**src/rtl/mem_pkg.sv**
```systemverilog
// mem_pkg: shared types, defaults and the address screen for the RAM port-2 arbiter.
package mem_pkg;
  localparam int unsigned MEM_BYTES_DEF = 1024;
  typedef struct packed {
    logic        we;
    logic        lock;
    logic [31:0] addr;
    logic [31:0] wdata;
  } mem_req_t;
  typedef enum logic {IDLE, LOCKED} arb_state_e;
  function automatic logic addr_legal(input logic [31:0] addr, input logic [31:0] mem_bytes = 32'(MEM_BYTES_DEF));
    return addr[1:0] == 2'b00 && addr <= mem_bytes - 32'd4;
  endfunction
endpackage

```
**src/rtl/rr_arbiter2.sv**
```systemverilog
// rr_arbiter2: two-way round-robin grant; the mask restricts candidates to the lock owner.
module rr_arbiter2 (
  input  logic [1:0] i_req,
  input  logic       i_ptr,
  input  logic [1:0] i_mask,
  output logic [1:0] o_grant
);
  logic [1:0] w_req;
  assign w_req   = i_req & i_mask;
  assign o_grant = w_req[i_ptr]  ? (i_ptr ? 2'b10 : 2'b01) :
                   w_req[~i_ptr] ? (i_ptr ? 2'b01 : 2'b10) : 2'b00;
endmodule

```
**src/rtl/mem_port_arbiter.sv**
```systemverilog
// mem_port_arbiter: shares RAM port 2 between two requesters with round-robin, lock and address screening.
module mem_port_arbiter
  import mem_pkg::*;
#(
  parameter int unsigned MEM_BYTES = MEM_BYTES_DEF,
  parameter int unsigned NREQ      = 2
) (
  input  logic                 clk,
  input  logic                 rst,
  input  logic [NREQ-1:0]      req_valid,
  output logic [NREQ-1:0]      req_ready,
  input  logic [NREQ-1:0]      req_we,
  input  logic [NREQ-1:0]      req_lock,
  input  logic [NREQ-1:0][31:0] req_addr,
  input  logic [NREQ-1:0][31:0] req_wdata,
  output logic [NREQ-1:0]      rsp_valid,
  output logic                 rsp_err,
  output logic [31:0]          rsp_rdata,
  output logic                 mem_wen,
  output logic [31:0]          mem_addr,
  output logic [31:0]          mem_wdata,
  input  logic [31:0]          mem_rdata
);
  arb_state_e  r_state, w_state_nxt;
  logic        r_ptr, w_ptr_nxt, r_owner, w_owner_nxt;
  logic [1:0]  w_mask, w_grant, r_rsp_valid;
  logic        w_acc, w_gsel, w_legal, r_rsp_err;
  logic [31:0] r_rsp_rdata;
  mem_req_t    w_req;
  assign w_mask = (r_state == LOCKED) ? (r_owner ? 2'b10 : 2'b01) : 2'b11;
  // Nothing is granted while reset is held, so no RAM write can slip through.
  rr_arbiter2 u_arb (
    .i_req  (req_valid & {2{~rst}}),
    .i_ptr  (r_ptr),
    .i_mask (w_mask),
    .o_grant(w_grant)
  );
  assign w_acc   = |w_grant;
  assign w_gsel  = w_grant[1];
  assign w_req   = '{we: req_we[w_gsel], lock: req_lock[w_gsel], addr: req_addr[w_gsel], wdata: req_wdata[w_gsel]};
  assign w_legal = addr_legal(w_req.addr, 32'(MEM_BYTES));
  assign req_ready = w_grant;
  assign mem_wen   = w_acc & w_req.we & w_legal;
  assign mem_addr  = (w_acc & w_legal) ? w_req.addr : '0;
  assign mem_wdata = w_acc ? w_req.wdata : '0;
  assign rsp_valid = r_rsp_valid;
  assign rsp_err   = r_rsp_err;
  assign rsp_rdata = r_rsp_rdata;
  // The pointer rotates only on beats accepted in IDLE; it is frozen while locked.
  always_comb begin
    w_ptr_nxt   = (w_acc && r_state == IDLE) ? ~w_gsel : r_ptr;
    w_state_nxt = w_acc ? (w_req.lock ? LOCKED : IDLE) : r_state;
    w_owner_nxt = w_acc ? w_gsel : r_owner;
  end
  always_ff @(posedge clk) begin
    if (rst) begin
      r_state     <= IDLE;
      r_ptr       <= 1'b0;
      r_owner     <= 1'b0;
      r_rsp_valid <= '0;
      r_rsp_err   <= 1'b0;
      r_rsp_rdata <= '0;
    end else begin
      r_state     <= w_state_nxt;
      r_ptr       <= w_ptr_nxt;
      r_owner     <= w_owner_nxt;
      r_rsp_valid <= w_grant;
      r_rsp_err   <= w_acc & ~w_legal;
      r_rsp_rdata <= (w_acc & w_legal & ~w_req.we) ? mem_rdata : '0;
    end
  end
endmodule

```
**config.mk**
```make
export PLATFORM = sky130hd
export DESIGN_NAME = mem_port_arbiter
export DESIGN_NICKNAME = d
export VERILOG_FILES = /design/src/rtl/mem_pkg.sv /design/src/rtl/rr_arbiter2.sv /design/src/rtl/mem_port_arbiter.sv
export SDC_FILE = /design/constraint.sdc
export NUM_CORES = 1
export LEC_CHECK = 0
export BUFFER_PORTS_ARGS = -buffer_cell sky130_fd_sc_hd__buf_2
export CAP_MARGIN = 25
export CORE_AREA = 2 2 105 107
export CTS_CLUSTER_DIAMETER = 200
export DETAILED_ROUTE_END_ITERATION = 16
export DIE_AREA = 0 0 107 109
export GPL_TIMING_DRIVEN = 0
export PLACE_DENSITY = 0.66
export SYNTH_ARGS = -nofsm -noshare
export SYNTH_HDL_FRONTEND = slang
export SYNTH_HIERARCHICAL = 1
export SYNTH_SLANG_ARGS = --single-unit
```
**constraint.sdc**
```tcl
create_clock -name clk -period 3 [get_ports clk]
set_clock_uncertainty 0.05 [all_clocks]
set_input_delay 0.6 -clock clk [delete_from_list [all_inputs] [get_ports clk]]
set_output_delay 0.6 -clock clk [all_outputs]
set_load 0.02 [all_outputs]
```
==> run summary, run 1 <==
- 109 um — height of the die
- 38 — flops & latches, synth
- 260 ps — largest incremental delay on the critical path
- reg -> reg — Hold Path Class
- 0.0117 mm2 — die area
- 0 — DRC violation count after routing
- 13 — maximum number of pins on one net before global-route repair
- 1.23 mW — Total Power Consumption
- 2250 ps — arrival time of data at the critical path endpoint
- 70 ps — register clock-pin slew on the reported worst setup and hold paths
- 290 — cell count after synthesis
- 0 — number of failing hold endpoints at the final stage
- 0 — final max-slew violation count
- 0.0106 mm2 — core box area
- 0.229 mV — IR drop worst, VDD
- 0.138 — total track usage
- 536 ps — Worst Max-Slew Pin Slew
- input pin — type of origin of the critical path
- 38 — sinks on the clock net
- 0.290 — clock network fraction of design power
- 0 — EDFF count, synth
- 9 — maximum fanout along the worst path
- 7740 um — Final HPWL DP
- 0 — ANT nets after route
- in -> out — category of the most critical setup path
- 107 um — die width
- 0.640 — Slew Limit Headroom
- 33 — number of distinct library cells after synthesis
- 6 — warnings from Yosys
- 96.6 ps — final worst-path setup slack
- 2 — H-tree level count
- 2667 — vias in the first global route
- dfxtp_1 — largest area contributor in the synthesized netlist
- 738 — number of nets in the layout
- 5 — number of buffer and inverter stages on the critical path
- 0.295 — combinational power share
- 0.00224 mm2 — total standard cell area after synthesis
- 0 — count of inserted antenna diode cells
- -291 ps — Worst Setup Slack post-DPL
- 270 — I/O Pins
- 2 — largest buffer count on any clock path
- 13.0 um — average wire per standard cell
- 5 — cts bufs inserted
- 244 — input/output buffers
- 38 — # rows
- 309 mW/mm2 — Pwr per Cell Area
- 9270 um — total length of routed wires
- 0 — number of antenna violations at the first check in global routing
- 2350 ps — data required time of the worst path
- 0 — max-cap check violation count
- dfxtp_1 — Most used DFF post-synth
- clkbuf_8 — Clock Root Buffer
- 697 — placed cell count
- 7.73 um2 — Avg Synthesized Cell Area
- 0 — GRT Residual Overflow
- 4 — number of search-and-repair iterations in the first detailed-routing pass
- 0.374 mW — Switching Power
- 0 — proportion of synthesized flip-flops having asynchronous set or reset
- 0 — total of hold buffers inserted after clock tree synthesis
- buffers and inverters — kind of cell adding the most delay to the critical path
- 0.553 — fraction of layout instances using a drive strength above 1
- finished clean — result of the run
- 1120 — fillcell total
- output port — Crit. End Element
- 0.339 — proportion of netlist area held by the largest area contributor
- 0.860 mW — Internal Pwr Total
- 12900 um — wire length of the first global-routing pass
- dfxtp_1 34%, and4_1 13%, nand2_1 10% — main area contributors after synthesis
- 71 — 1st-iter DRT viols
- 77.8% — growth of design area from synthesis to finish
- 711 — final instance count without filler cells
- yes — CTS tree
- 0 — Final Setup Violations
- 465 ps — post-route worst hold slack
- 0.339 — share of synthesized area occupied by flip-flops and latches
- 344 MHz — fmax
- 0.211 — initial cell density of the core
- buf_4 — Most Frequent Cell on Critical Path
- 2900 ps — minimum period implied by the final worst setup slack
- 3074 — overall via count from detail_route
- 0.968 — part of the cycle the worst path needs
- 280 ps — later-pin clock latency in the skew report
- 244 x buf_2, 61 x nand2_1, 38 x dfxtp_1, 32 x and4_1, 30 x buf_4 — most used cells in the layout excluding fill and tap cells
- 0.303 — share of total power consumed by net switching
- buf_2 — most common cell after layout, fill and taps aside
- 4.32 — mean number of vias per cell
- 0.415 — sequential power share
- 2.13 nW — leak pwr
- o211a_4 — cell with the largest stage delay on the worst path
- 0.819 — placer's final routability congestion estimate
- 0.376 — final core utilization
- buf_4 -> nor2b_4 -> nand2_2 -> o211a_4 -> buf_4 -> nor3_4 -> buf_6 -> clkbuf_4 -> nand4_1 -> a21oi_2 -> buf_2 — cells along the critical path
[cell usage after synthesis (all sizes together) (2+ instances only)]
| master | n |
|---|---|
| a21oi | 13 |
| a22o | 5 |
| and4 | 33 |
| buf | 32 |
| clkbuf | 19 |
| dfxtp | 38 |
| inv | 3 |
| nand2 | 62 |
| nand4 | 10 |
| nand4b | 8 |
| nor2 | 8 |
| nor2b | 5 |
| nor3 | 3 |
| nor4 | 9 |
| o211a | 2 |
| o21ai | 29 |
[through the flow]
step / area [um2] / setup TNS (ps)
after floorplan: 2370 / 0
after global placement: 3760 / -8100
after detailed placement: 3760 / -8950
after CTS: 3880 / 0
after global routing: 3990 / -0.170
final: 3990 / 0
[cell families after synthesis]
family / after synthesis / share of synthesized area
mux: 1 / 0.00446
other cells: 1 / 0.00167
simple gates: 144 / 0.376
flops: 38 / 0.339
compound gates: 52 / 0.136
buf+inv: 54 / 0.143
[what timing repair did]
| action | CTS | global route |
|---|---|---|
| resized for setup | 13 | 18 |
| pin swaps | 0 | 3 |
| gates cloned | 0 | 1 |
| setup buffers | 0 | 6 |
| setup endpoints to repair | 37 | 29 |
[power by group through the flow]
stage | clock (mW) | sequential [mW] | combinational (mW)
after CTS | 0.369 | 0.512 | 0.354
after global routing | 0.385 | 0.513 | 0.396
after detailed placement | 0 | 0.524 | 0.349
after floorplan | 0 | 0.526 | 0.179
final | 0.358 | 0.512 | 0.363
after global placement | 0 | 0.524 | 0.344
[worst register-to-register path, cell delays in order (launching register included)]
cell and delay [ps]:
dfxtp_1 390, nand2b_1 110, a31oi_1 200, clkbuf_1 290
and2b_1 290, a21oi_1 120, nor2_1 300, clkbuf_1 360
and4_1 240
[layout make-up]
type / instances / area (um2) / share of cell area
Multi-Input combinational cell: 221 / 1310 / 0.329
Clock buffer: 6 / 82.6 / 0.0207
Timing Repair Buffer: 251 / 1290 / 0.324
Tap cell: 140 / 175 / 0.0439
Sequential cell: 38 / 761 / 0.191
Inverter: 3 / 11.3 / 0.00282
Buffer: 50 / 342 / 0.0857
Clock inverter: 2 / 12.5 / 0.00314
[flip-flops by register name, indices dropped and copies added (netlist names)]
register and flops:
rsp_err 1, r_state 1, rsp_valid 2, r_owner 1
rsp_rdata 32, r_ptr 1
[routing by layer]
| layer | share of wire | routed length, um | track usage | vias to the layer above |
|---|---|---|---|---|
| met4 | 0.015 | 141 | 0.0343 | 0 |
| met5 | 0 | 0 | 0 | - |
| met3 | 0.071 | 662 | 0.0203 | 9 |
| li1 | - | - | - | 1548 |
| met1 | 0.43 | 3960 | 0.175 | 1373 |
| met2 | 0.49 | 4510 | 0.247 | 144 |
[final timing paths]
kind | cells past startpoint | slack [ps] | from | end
worst max register to register | 8 | 600 | r_state | rsp_rdata[21]
worst max-delay path | 11 | 100 | rst | mem_addr[5]
worst min register to register | 2 | 460 | r_owner | r_owner
worst min-delay path | 2 | 460 | r_owner | r_owner
Power figures use the tool's default switching activity.
==> run 2, diff against run 1 <==
--- a/config.mk
+++ b/config.mk
@@ -7,13 +7,14 @@
 export LEC_CHECK = 0
 export BUFFER_PORTS_ARGS = -buffer_cell sky130_fd_sc_hd__buf_2
 export CAP_MARGIN = 25
-export CORE_AREA = 2 2 105 107
+export CORE_AREA = 2 2 104 106
 export CTS_CLUSTER_DIAMETER = 200
 export DETAILED_ROUTE_END_ITERATION = 16
-export DIE_AREA = 0 0 107 109
+export DIE_AREA = 0 0 106 108
 export GPL_TIMING_DRIVEN = 0
-export PLACE_DENSITY = 0.66
+export PLACE_DENSITY = 0.69
 export SYNTH_ARGS = -nofsm -noshare
 export SYNTH_HDL_FRONTEND = slang
 export SYNTH_HIERARCHICAL = 1
 export SYNTH_SLANG_ARGS = --single-unit
+export TNS_END_PERCENT = 50
==> constraint.sdc (replaced) <==
create_clock -name clk -period 2.6 [get_ports clk]
set_clock_uncertainty 0.05 [all_clocks]
set_input_delay 0.52 -clock clk [delete_from_list [all_inputs] [get_ports clk]]
set_output_delay 0.52 -clock clk [all_outputs]
set_load 0.02 [all_outputs]
==> run summary, run 2 (same netlist as run 1, synthesis figures left out) <==
- finished with violations — result of the run
- setup timing — violated checks
- 1060 — fillcell total
- clkbuf_8 — Clock Root Buffer
- input pin — type of origin of the critical path
- 2 — H-tree level count
- simple AND/OR/NAND/NOR gates — kind of cell adding the most delay to the critical path
- 6 — maximum fanout along the worst path
- in -> out — category of the most critical setup path
- 533 ps — Worst Max-Slew Pin Slew
- 0 — DRC violation count after routing
- 0 — number of failing hold endpoints at the final stage
- 12 — maximum number of pins on one net before global-route repair
- 0.0102 mm2 — core box area
- 2 — largest buffer count on any clock path
- 70 ps — register clock-pin slew on the reported worst setup and hold paths
- 382 MHz — fmax
- 38 — sinks on the clock net
- 106 um — die width
- 0.644 — Slew Limit Headroom
- 0 — ANT nets after route
- 0.286 — combinational power share
- yes — setup repair after global routing missed its margin
- 1.01 — part of the cycle the worst path needs
- 0.414 — final core utilization
- 5 — number of search-and-repair iterations in the first detailed-routing pass
- 0.152 — total track usage
- 361 mW/mm2 — Pwr per Cell Area
- 4.36 — mean number of vias per cell
- 13.3 um — average wire per standard cell
- 0.281 — share of total power consumed by net switching
- 0.0114 mm2 — die area
- 0 — count of inserted antenna diode cells
- yes — CTS tree
- 2 — Final Setup Violations
- and4_4 — cell with the largest stage delay on the worst path
- 7760 um — Final HPWL DP
- 32 — max reg flops
- 108 um — height of the die
- 2050 ps — arrival time of data at the critical path endpoint
- buf_6 -> nor2b_4 -> nand2_2 -> o211a_4 -> nor2b_1 -> and4_4 -> buf_8 -> nand4b_1 -> a21oi_4 -> buf_6 — cells along the critical path
- 118 — 1st-iter DRT viols
- buf_2 — most common cell after layout, fill and taps aside
- 2908 — vias in the first global route
- buf_6 — Most Frequent Cell on Critical Path
- in -> reg — Hold Path Class
- 1.10 mW — Internal Pwr Total
- output port — Crit. End Element
- 0 — GRT Residual Overflow
- -20.9 ps — final worst-path setup slack
- 0 — number of antenna violations at the first check in global routing
- 0.429 mW — Switching Power
- 0.576 — fraction of layout instances using a drive strength above 1
- 244 — input/output buffers
- 3 — number of buffer and inverter stages on the critical path
- 37 — # rows
- 0.204 mV — IR drop worst, VDD
- 0 — max-cap check violation count
- 14000 um — wire length of the first global-routing pass
- 0.388 — sequential power share
- 270 — I/O Pins
- 744 — number of nets in the layout
- 0.219 — initial cell density of the core
- 2030 ps — data required time of the worst path
- 0 — total of hold buffers inserted after clock tree synthesis
- 9490 um — total length of routed wires
- 270 ps — largest incremental delay on the critical path
- -23.8 ps — sum of negative setup slack
- 5 — cts bufs inserted
- 395 ps — post-route worst hold slack
- 0.722 — placer's final routability congestion estimate
- 280 ps — later-pin clock latency in the skew report
- 236 x buf_2, 60 x nand2_1, 38 x buf_4, 36 x dfxtp_1, 32 x and4_1 — most used cells in the layout excluding fill and tap cells
- 0.326 — clock network fraction of design power
- 0 — final max-slew violation count
- 3107 — overall via count from detail_route
- 88.7% — growth of design area from synthesis to finish
- 2.21 nW — leak pwr
- 2620 ps — minimum period implied by the final worst setup slack
==> run 2: cell types whose count changed in the layout (fill, tap and decap cells not counted), moves of 2 or more <==
cell and change:
buf_8 +3, buf_2 -8, o21ai_1 -2, buf_4 +8, buf_6 +8, o21ai_2 +2
a21oi_4 +8, clkbuf_1 -4, a21oi_2 -8, dfxtp_1 -2, clkbuf_2 -2
==> run 2: power by group through the flow <==
stage,clock (mW),combinational (mW),sequential (mW)
3_5_place_dp,0,0.413,0.605
3_3_place_gp,0,0.407,0.604
2_1_floorplan,0,0.215,0.607
6_report,0.498,0.436,0.592
5_1_grt,0.537,0.473,0.593
4_1_cts,0.514,0.436,0.592
==> run 2: final cells by class <==
| cell class | count | area [um2] | area share |
|---|---|---|---|
| Buffer | 50 | 388 | 0.0917 |
| Clock buffer | 6 | 82.6 | 0.0195 |
| Clock inverter | 1 | 30.0 | 0.00710 |
| Inverter | 3 | 11.3 | 0.00266 |
| Multi-Input combinational cell | 221 | 1400 | 0.330 |
| Sequential cell | 38 | 766 | 0.181 |
| Tap cell | 136 | 170 | 0.0402 |
| Timing Repair Buffer | 257 | 1390 | 0.328 |
==> run 2: final timing paths <==
path / from / to / slack, ps / depth (start not counted)
worst min-delay path: rst / r_owner / 400 / 2
worst max register to register: r_state / rsp_rdata[20] / 300 / 9
worst min register to register: r_owner / r_owner / 460 / 2
worst max-delay path: req_valid[0] / mem_addr[7] / -20 / 10
==> run 2: worst reg2reg max path, cell delays in order, from the launching register on <==
cell,delay (ps)
dfxtp_4,360
nand2_2,60
nand2_2,50
o211a_4,280
buf_4,170
and2b_1,300
a21oi_1,140
nor2_2,250
clkbuf_1,330
and4_1,240
==> run 2: stage by stage <==
step | setup slack [ps] | total power, mW | cells | area, um2
2_1_floorplan | -49.9 | 0.822 | 313 | 2490
3_3_place_gp | -450 | 1.01 | 693 | 3880
3_5_place_dp | -461 | 1.02 | 693 | 3880
4_1_cts | -107 | 1.54 | 710 | 4190
5_1_grt | -102 | 1.60 | 712 | 4230
6_report | -20.9 | 1.53 | 712 | 4230
==> run 2: per-layer routing <==
metal	GRT usage	vias to the layer above	wire length (um)
li1	-	1559	-
met1	0.181	1414	3850
met2	0.284	128	4930
met3	0.0301	6	654
met4	0.0254	0	57
met5	0	-	0
==> run 2: what timing repair did <==
action,CTS,global route
gates cloned,2,0
gates resized for setup,41,18
buffers inserted,8,3
endpoints found under the hold margin,0,0
pin swaps,11,14
setup endpoints to repair,41,69
